===== src/rtl/trace_pkg.sv =====
// Shared types and sizing helpers for the CPU retire-path trace monitor.
// Imported by the monitor, its trace RAM and the bench.
package trace_pkg;

   typedef enum logic [1:0] {
      IDLE    = 2'd0,
      RUN     = 2'd1,
      HALTED  = 2'd2,
      TIMEOUT = 2'd3
   } state_t;

   localparam int ENTRY_ADDR_W  = 8;
   localparam int ENTRY_INSTR_W = 16;

   typedef struct packed {
      logic [ENTRY_ADDR_W-1:0]  pc;
      logic [ENTRY_INSTR_W-1:0] instr;
   } entry_t;

   function automatic int idx_w(input int depth);
      return $clog2(depth);
   endfunction

   function automatic int cnt_w(input int depth);
      return $clog2(depth) + 1;
   endfunction

endpackage


===== src/rtl/trace_ram.sv =====
// Simple dual-port trace storage: one write port, one registered read port.
// A same-address read and write in one cycle returns the old word.
module trace_ram
   import trace_pkg::*;
#(
   parameter int DEPTH = 16,
   parameter int WIDTH = 24,
   parameter int AW    = idx_w(DEPTH)
) (
   input  logic             clock,
   input  logic             we,
   input  logic [AW-1:0]    waddr,
   input  logic [WIDTH-1:0] wdata,
   input  logic             re,
   input  logic [AW-1:0]    raddr,
   output logic [WIDTH-1:0] rdata
);

   logic [WIDTH-1:0] mem [DEPTH];

   always_ff @(posedge clock) begin
      if (we)
         mem[waddr] <= wdata;
   end

   always_ff @(posedge clock) begin
      if (re)
         rdata <= mem[raddr];
   end

endmodule


===== src/rtl/cpu_trace_monitor.sv =====
// Retire-path trace recorder with halt/watchdog status and an
// oldest-first readout port.
module cpu_trace_monitor
   import trace_pkg::*;
#(
   parameter int ADDR_W         = 8,
   parameter int INSTR_W        = 16,
   parameter int DEPTH          = 16,
   parameter int TIMEOUT_CYCLES = 1000,
   localparam int IW            = idx_w(DEPTH),
   localparam int CW            = cnt_w(DEPTH)
) (
   input  logic                      clock,
   input  logic                      reset,
   input  logic                      arm,
   input  logic                      wrap_mode,
   input  logic                      retire_valid,
   input  logic [ADDR_W-1:0]         retire_pc,
   input  logic [INSTR_W-1:0]        retire_instr,
   input  logic                      halt,
   input  logic                      rd_en,
   input  logic [IW-1:0]             rd_index,
   output logic                      rd_valid,
   output logic [ADDR_W+INSTR_W-1:0] rd_data,
   output logic [CW-1:0]             count,
   output logic                      wrapped,
   output logic                      busy,
   output logic                      done,
   output logic                      timeout
);

   localparam int DW   = ADDR_W + INSTR_W;
   localparam int WD_W = $clog2(TIMEOUT_CYCLES + 1);
   localparam logic [CW-1:0]   FULL    = CW'(DEPTH);
   localparam logic [WD_W-1:0] WD_LAST = WD_W'(TIMEOUT_CYCLES - 1);

   state_t          state;
   state_t          state_nxt;
   logic [IW-1:0]   wr_ptr;
   logic [CW-1:0]   cnt;
   logic            wrap_q;
   logic            wrapped_q;
   logic [WD_W-1:0] wdog;
   logic            full;
   logic            run;
   logic            we;
   logic [IW-1:0]   rd_base;
   logic [IW-1:0]   raddr;
   logic            rd_hit;
   logic            rd_ok;
   logic [DW-1:0]   ram_q;

   assign full = (cnt == FULL);
   assign run  = (state == RUN);
   // Arm wins over a same-cycle retire: the fresh run starts empty.
   assign we   = run && retire_valid && !arm && (!full || wrap_q);

   always_comb begin
      state_nxt = state;
      case (state)
         RUN: begin
            if (halt)
               state_nxt = HALTED;
            else if (wdog == WD_LAST)
               state_nxt = TIMEOUT;
         end
         default: ;
      endcase
      if (arm)
         state_nxt = RUN;
   end

   always_ff @(posedge clock) begin
      if (reset) begin
         state     <= IDLE;
         wr_ptr    <= '0;
         cnt       <= '0;
         wrap_q    <= 1'b0;
         wrapped_q <= 1'b0;
         wdog      <= '0;
      end else begin
         state <= state_nxt;
         if (arm) begin
            wr_ptr    <= '0;
            cnt       <= '0;
            wrapped_q <= 1'b0;
            wdog      <= '0;
            wrap_q    <= wrap_mode;
         end else begin
            if (run)
               wdog <= wdog + 1'b1;
            if (we) begin
               wr_ptr <= wr_ptr + 1'b1;
               if (full)
                  wrapped_q <= 1'b1;
               else
                  cnt <= cnt + 1'b1;
            end
         end
      end
   end

   // Once wrapped, the next write slot holds the oldest entry.
   assign rd_base = wrapped_q ? wr_ptr : '0;
   assign raddr   = rd_base + rd_index;
   assign rd_hit  = ({1'b0, rd_index} < cnt);

   always_ff @(posedge clock) begin
      if (reset) begin
         rd_valid <= 1'b0;
         rd_ok    <= 1'b0;
      end else begin
         rd_valid <= rd_en;
         rd_ok    <= rd_en && rd_hit;
      end
   end

   trace_ram #(
      .DEPTH (DEPTH),
      .WIDTH (DW),
      .AW    (IW)
   ) u_ram (
      .clock (clock),
      .we    (we),
      .waddr (wr_ptr),
      .wdata ({retire_pc, retire_instr}),
      .re    (rd_en),
      .raddr (raddr),
      .rdata (ram_q)
   );

   assign rd_data = rd_ok ? ram_q : '0;
   assign count   = cnt;
   assign wrapped = wrapped_q;
   assign busy    = (state == RUN);
   assign done    = (state == HALTED);
   assign timeout = (state == TIMEOUT);

endmodule


===== config.mk =====
export PLATFORM = sky130hd
export DESIGN_NAME = cpu_trace_monitor
export DESIGN_NICKNAME = d
export VERILOG_FILES = /design/src/rtl/trace_pkg.sv /design/src/rtl/trace_ram.sv /design/src/rtl/cpu_trace_monitor.sv
export SDC_FILE = /design/constraint.sdc
export NUM_CORES = 1
export LEC_CHECK = 0
export BUFFER_PORTS_ARGS = -buffer_cell sky130_fd_sc_hd__buf_2
export CORE_MARGIN = 10
export CORE_UTILIZATION = 30
export CTS_BUF_LIST = sky130_fd_sc_hd__clkbuf_16
export CTS_CLUSTER_SIZE = 24
export DETAILED_ROUTE_END_ITERATION = 6
export GPL_TIMING_DRIVEN = 0
export PLACE_DENSITY_LB_ADDON = 0.15
export SLEW_MARGIN = 20
export SYNTH_ARGS = -nofsm -noshare
export SYNTH_HDL_FRONTEND = slang
export SYNTH_SLANG_ARGS = --single-unit

===== constraint.sdc =====
create_clock -name clock -period 8.53 [get_ports clock]
set_clock_uncertainty 0.15 [all_clocks]
set_input_delay 0.853 -clock clock [delete_from_list [all_inputs] [get_ports clock]]
set_output_delay 0.853 -clock clock [all_outputs]
set_load 0.01 [all_outputs]

==> impl_metrics.toml <==
[worst_setup_path]
r2r-start = "wr_ptr[0]$_SDFFE_PP0P_"
startpoint_type = "register"
crit_buf_inv = 2
crit_type = "reg -> reg"
crit_path_max_fanout = 10
r2r_cells = 8
path_delay_family = "buffers and inverters"
critPathArrivalTime_ns = 4.04
cp_slowest_stage_delay_ns = 0.59
path_cells = "and2_1 > ha_1 > fa_1 > xnor2_1 > buf_2 > clkbuf_1 > nand2_1 > a31oi_1"
rr_endpoint = "u_ram.rdata[3]$_DFFE_PP_"
crit_start = "wr_ptr[0]$_SDFFE_PP0P_"
crit_path_end_kind = "register"
cp_slowest_cell = "xnor2_1"
r2r_slack_ns = 4.64
required_ns = 8.68

[cts]
clock_latency_ns = 0.58
cts_resized = 0
clock_sinks = 433
holdBufCountCts = 0
cts_setup_buffers = 0
cts_buffers = 48
clock_path_buffers = 3
cts_tree = "done"
clk_pin_slew_ns = 0.06
htree_levels = 2
clock-root-buffer = "clkbuf_16"

[layout]
area_growth_pct = 19.5
final_nets = 1046
final_design_area_no_fill_um2 = 20300
antennaDiodeCount = 0
layout-drive-gt1-share = 0.318

[yosys]
yosys-top-cells-area = "edfxtp_1 72%, mux4_2 13%, dfxtp_1 2.9%"
synthCells = 851
async_flop_share = 0
syn_nets = 900
synth-edff-count = 408
syn_area_um2 = 17000
synth_top_area_cell = "edfxtp_1"
synthDistinctLibCells = 35
synth_top_cell_area_share = 0.721
synth.avg_cell_area_um2 = 20.0
synth-main-ff-cell = "edfxtp_1"
synth_seq_cells = 433
yosys_warnings = 0
yosysSeqAreaShare = 0.751

[timing]
hold_viol_final = 0
fin_ws_ns = 4.64
slew-limit-headroom = 0.337
slew_viol_final = 0
worst_slew_pin_slew_ns = 0.995
min_period_ns = 3.89
rsz0062_at_grt = "false"
max_freq_ghz = 0.257
finalSetupViolCount = 0
period_share = 0.456
finalSetupTns_ns = 0

[floorplan]
num_io_pins = 69
core_um2 = 56200
start_util = 0.302
rows = 87
dieArea_um2 = 66500
die_x_um = 258
die_h_um = 258

[routing]
drc = 0
viasPerCell = 4.70
antenna_left = 0
dr.pass1.iters = 4
drt_wl_total_um = 42000
dr_total_vias = 8417
avgRoutedWirePerCell_um = 23.5
dr.first_iter.drc_count = 648

[global_route]
grt_max_degree = 26
grt_pass1_wl_um = 61900
antenna_found_initial = 0
grt.overflow.total = 0
first_global_vias = 8980
grt_use_total = 0.126

[hold_path]
worstHoldStart = "wdog[9]$_SDFFE_PP0P_"
hold_end = "state[1]$_SDFFE_PP0P_"
min_path_cells = 2
hold_path_class = "reg -> reg"

[pwr]
power.density_nw_per_um2 = 223
vdd_drop_max_mv = 0.145
static-leakage-power_uw = 0.00663

[flow_run]
maxCapViolations = 0

[place]
placed_area_um2 = 18800
gp_congestion = 0.689
portBuffers = 68
dp_hpwl_um = 28100
preCtsSetupSlack_ns = 4.26

[status]
outcome = "completed"
[worst max-delay path by stage]
stage | end | slack, ns | cells after the start
finish | u_ram.rdata[3]$_DFFE_PP_ | 4.64 | 8
global route | u_ram.rdata[3]$_DFFE_PP_ | 4.52 | 8
CTS | u_ram.rdata[3]$_DFFE_PP_ | 4.72 | 8
detailed placement | u_ram.rdata[3]$_DFFE_PP_ | 4.26 | 8
global placement | u_ram.mem[2][15]$_DFFE_PP_ | 1.84 | 5
floorplan | u_ram.mem[3][0]$_DFFE_PP_ | 4.66 | 4
[synth_stat cells, types with 8 or more instances]
library cell and n:
edfxtp_1 408, mux4_2 96, nand2_1 60, and2_1 52, nor2_1 36, a31oi_1 25, dfxtp_1 25, a211oi_2 24
buf_2 17, clkbuf_1 17, ha_1 13, xor2_1 11, buf_6 8
[where the power goes]
group / switching (uW) / internal [uW]
logic: 122 / 76.8
registers: 4.44 / 2340
clock network: 826 / 1160
total: 953 / 3570
[per-stage QoR]
| step | std cells | total power, uW | utilization | hold WS, ns |
|---|---|---|---|---|
| 2_1_floorplan | 851 | 2500 | - | 0.312 |
| 3_3_place_gp | 1675 | 2590 | 0.325 | 0.344 |
| 3_5_place_dp | 1703 | 2590 | 0.335 | 0.351 |
| 4_1_cts | 1789 | 4590 | 0.361 | 0.347 |
| 5_1_grt | 1789 | 4690 | 0.361 | 0.381 |
| 6_report | 1789 | 4530 | 0.361 | 0.349 |
[cell type report]
| cell class | count | area (um^2) |
|---|---|---|
| Multi-Input combinational cell | 368 | 4070 |
| Sequential cell | 433 | 12800 |
| Timing Repair Buffer | 96 | 761 |
| Fill cell | 5315 | 35900 |
| Inverter | 7 | 26.3 |
| Tap cell | 756 | 946 |
| Clock buffer | 49 | 1230 |
| Buffer | 43 | 246 |
| Clock inverter | 37 | 275 |
[registers in the layout, indices dropped and copies added, names as in the netlist]
| register | count |
|---|---|
| u_ram.mem | 384 |
| u_ram.rdata | 24 |
| wdog | 10 |
| count | 5 |
| wr_ptr | 4 |
| state | 2 |
| rd_ok | 1 |
| rd_valid | 1 |
| wrap_q | 1 |
| wrapped | 1 |
[worst register-to-register path: cells and delay by family, from the launching register on]
| kind | cells | cell delay [ns] |
|---|---|---|
| XOR/XNOR | 1 | 0.59 |
| adder cells (fa/ha/maj) | 2 | 0.65 |
| buffers and inverters | 2 | 1.08 |
| AND/OR/NAND/NOR | 2 | 0.30 |
| AO/OA/AOI/OAI | 1 | 0.48 |
| flip-flops | 1 | 0.37 |
[logic make-up (layout without fill, tap and decap cells)]
logic type               after synthesis  in the layout  share of synthesized area
AND/OR/NAND/NOR                      174            174                     0.0507
multiplexers                          99             99                      0.129
AO/OA/AOI/OAI                         62             62                     0.0323
flip-flops                           433            433                      0.751
XOR/XNOR                              19             19                     0.0102
adder cells (fa/ha/maj)               14             14                     0.0108
buffers and inverters                 50            232                     0.0161
[placed cells by master (no fill, tap or decap), drive strengths merged, types with 7 or more instances in the layout]
cell,n
mux4,96
clkbuf,66
edfxtp,408
xor2,11
buf,122
inv,21
a211oi,24
nand2,60
nor2,36
ha,13
a31oi,25
dfxtp,25
xnor2,8
clkinv,18
and2,52
a21oi,7
[layer usage]
metal,GRT usage,vias to the layer above,wire length [um]
li1,-,3712,-
met1,0.172,4492,19300
met2,0.204,164,20400
met3,0.0211,49,1650
met4,0.0345,0,680
met5,0,-,0
Power figures use the tool's default switching activity.
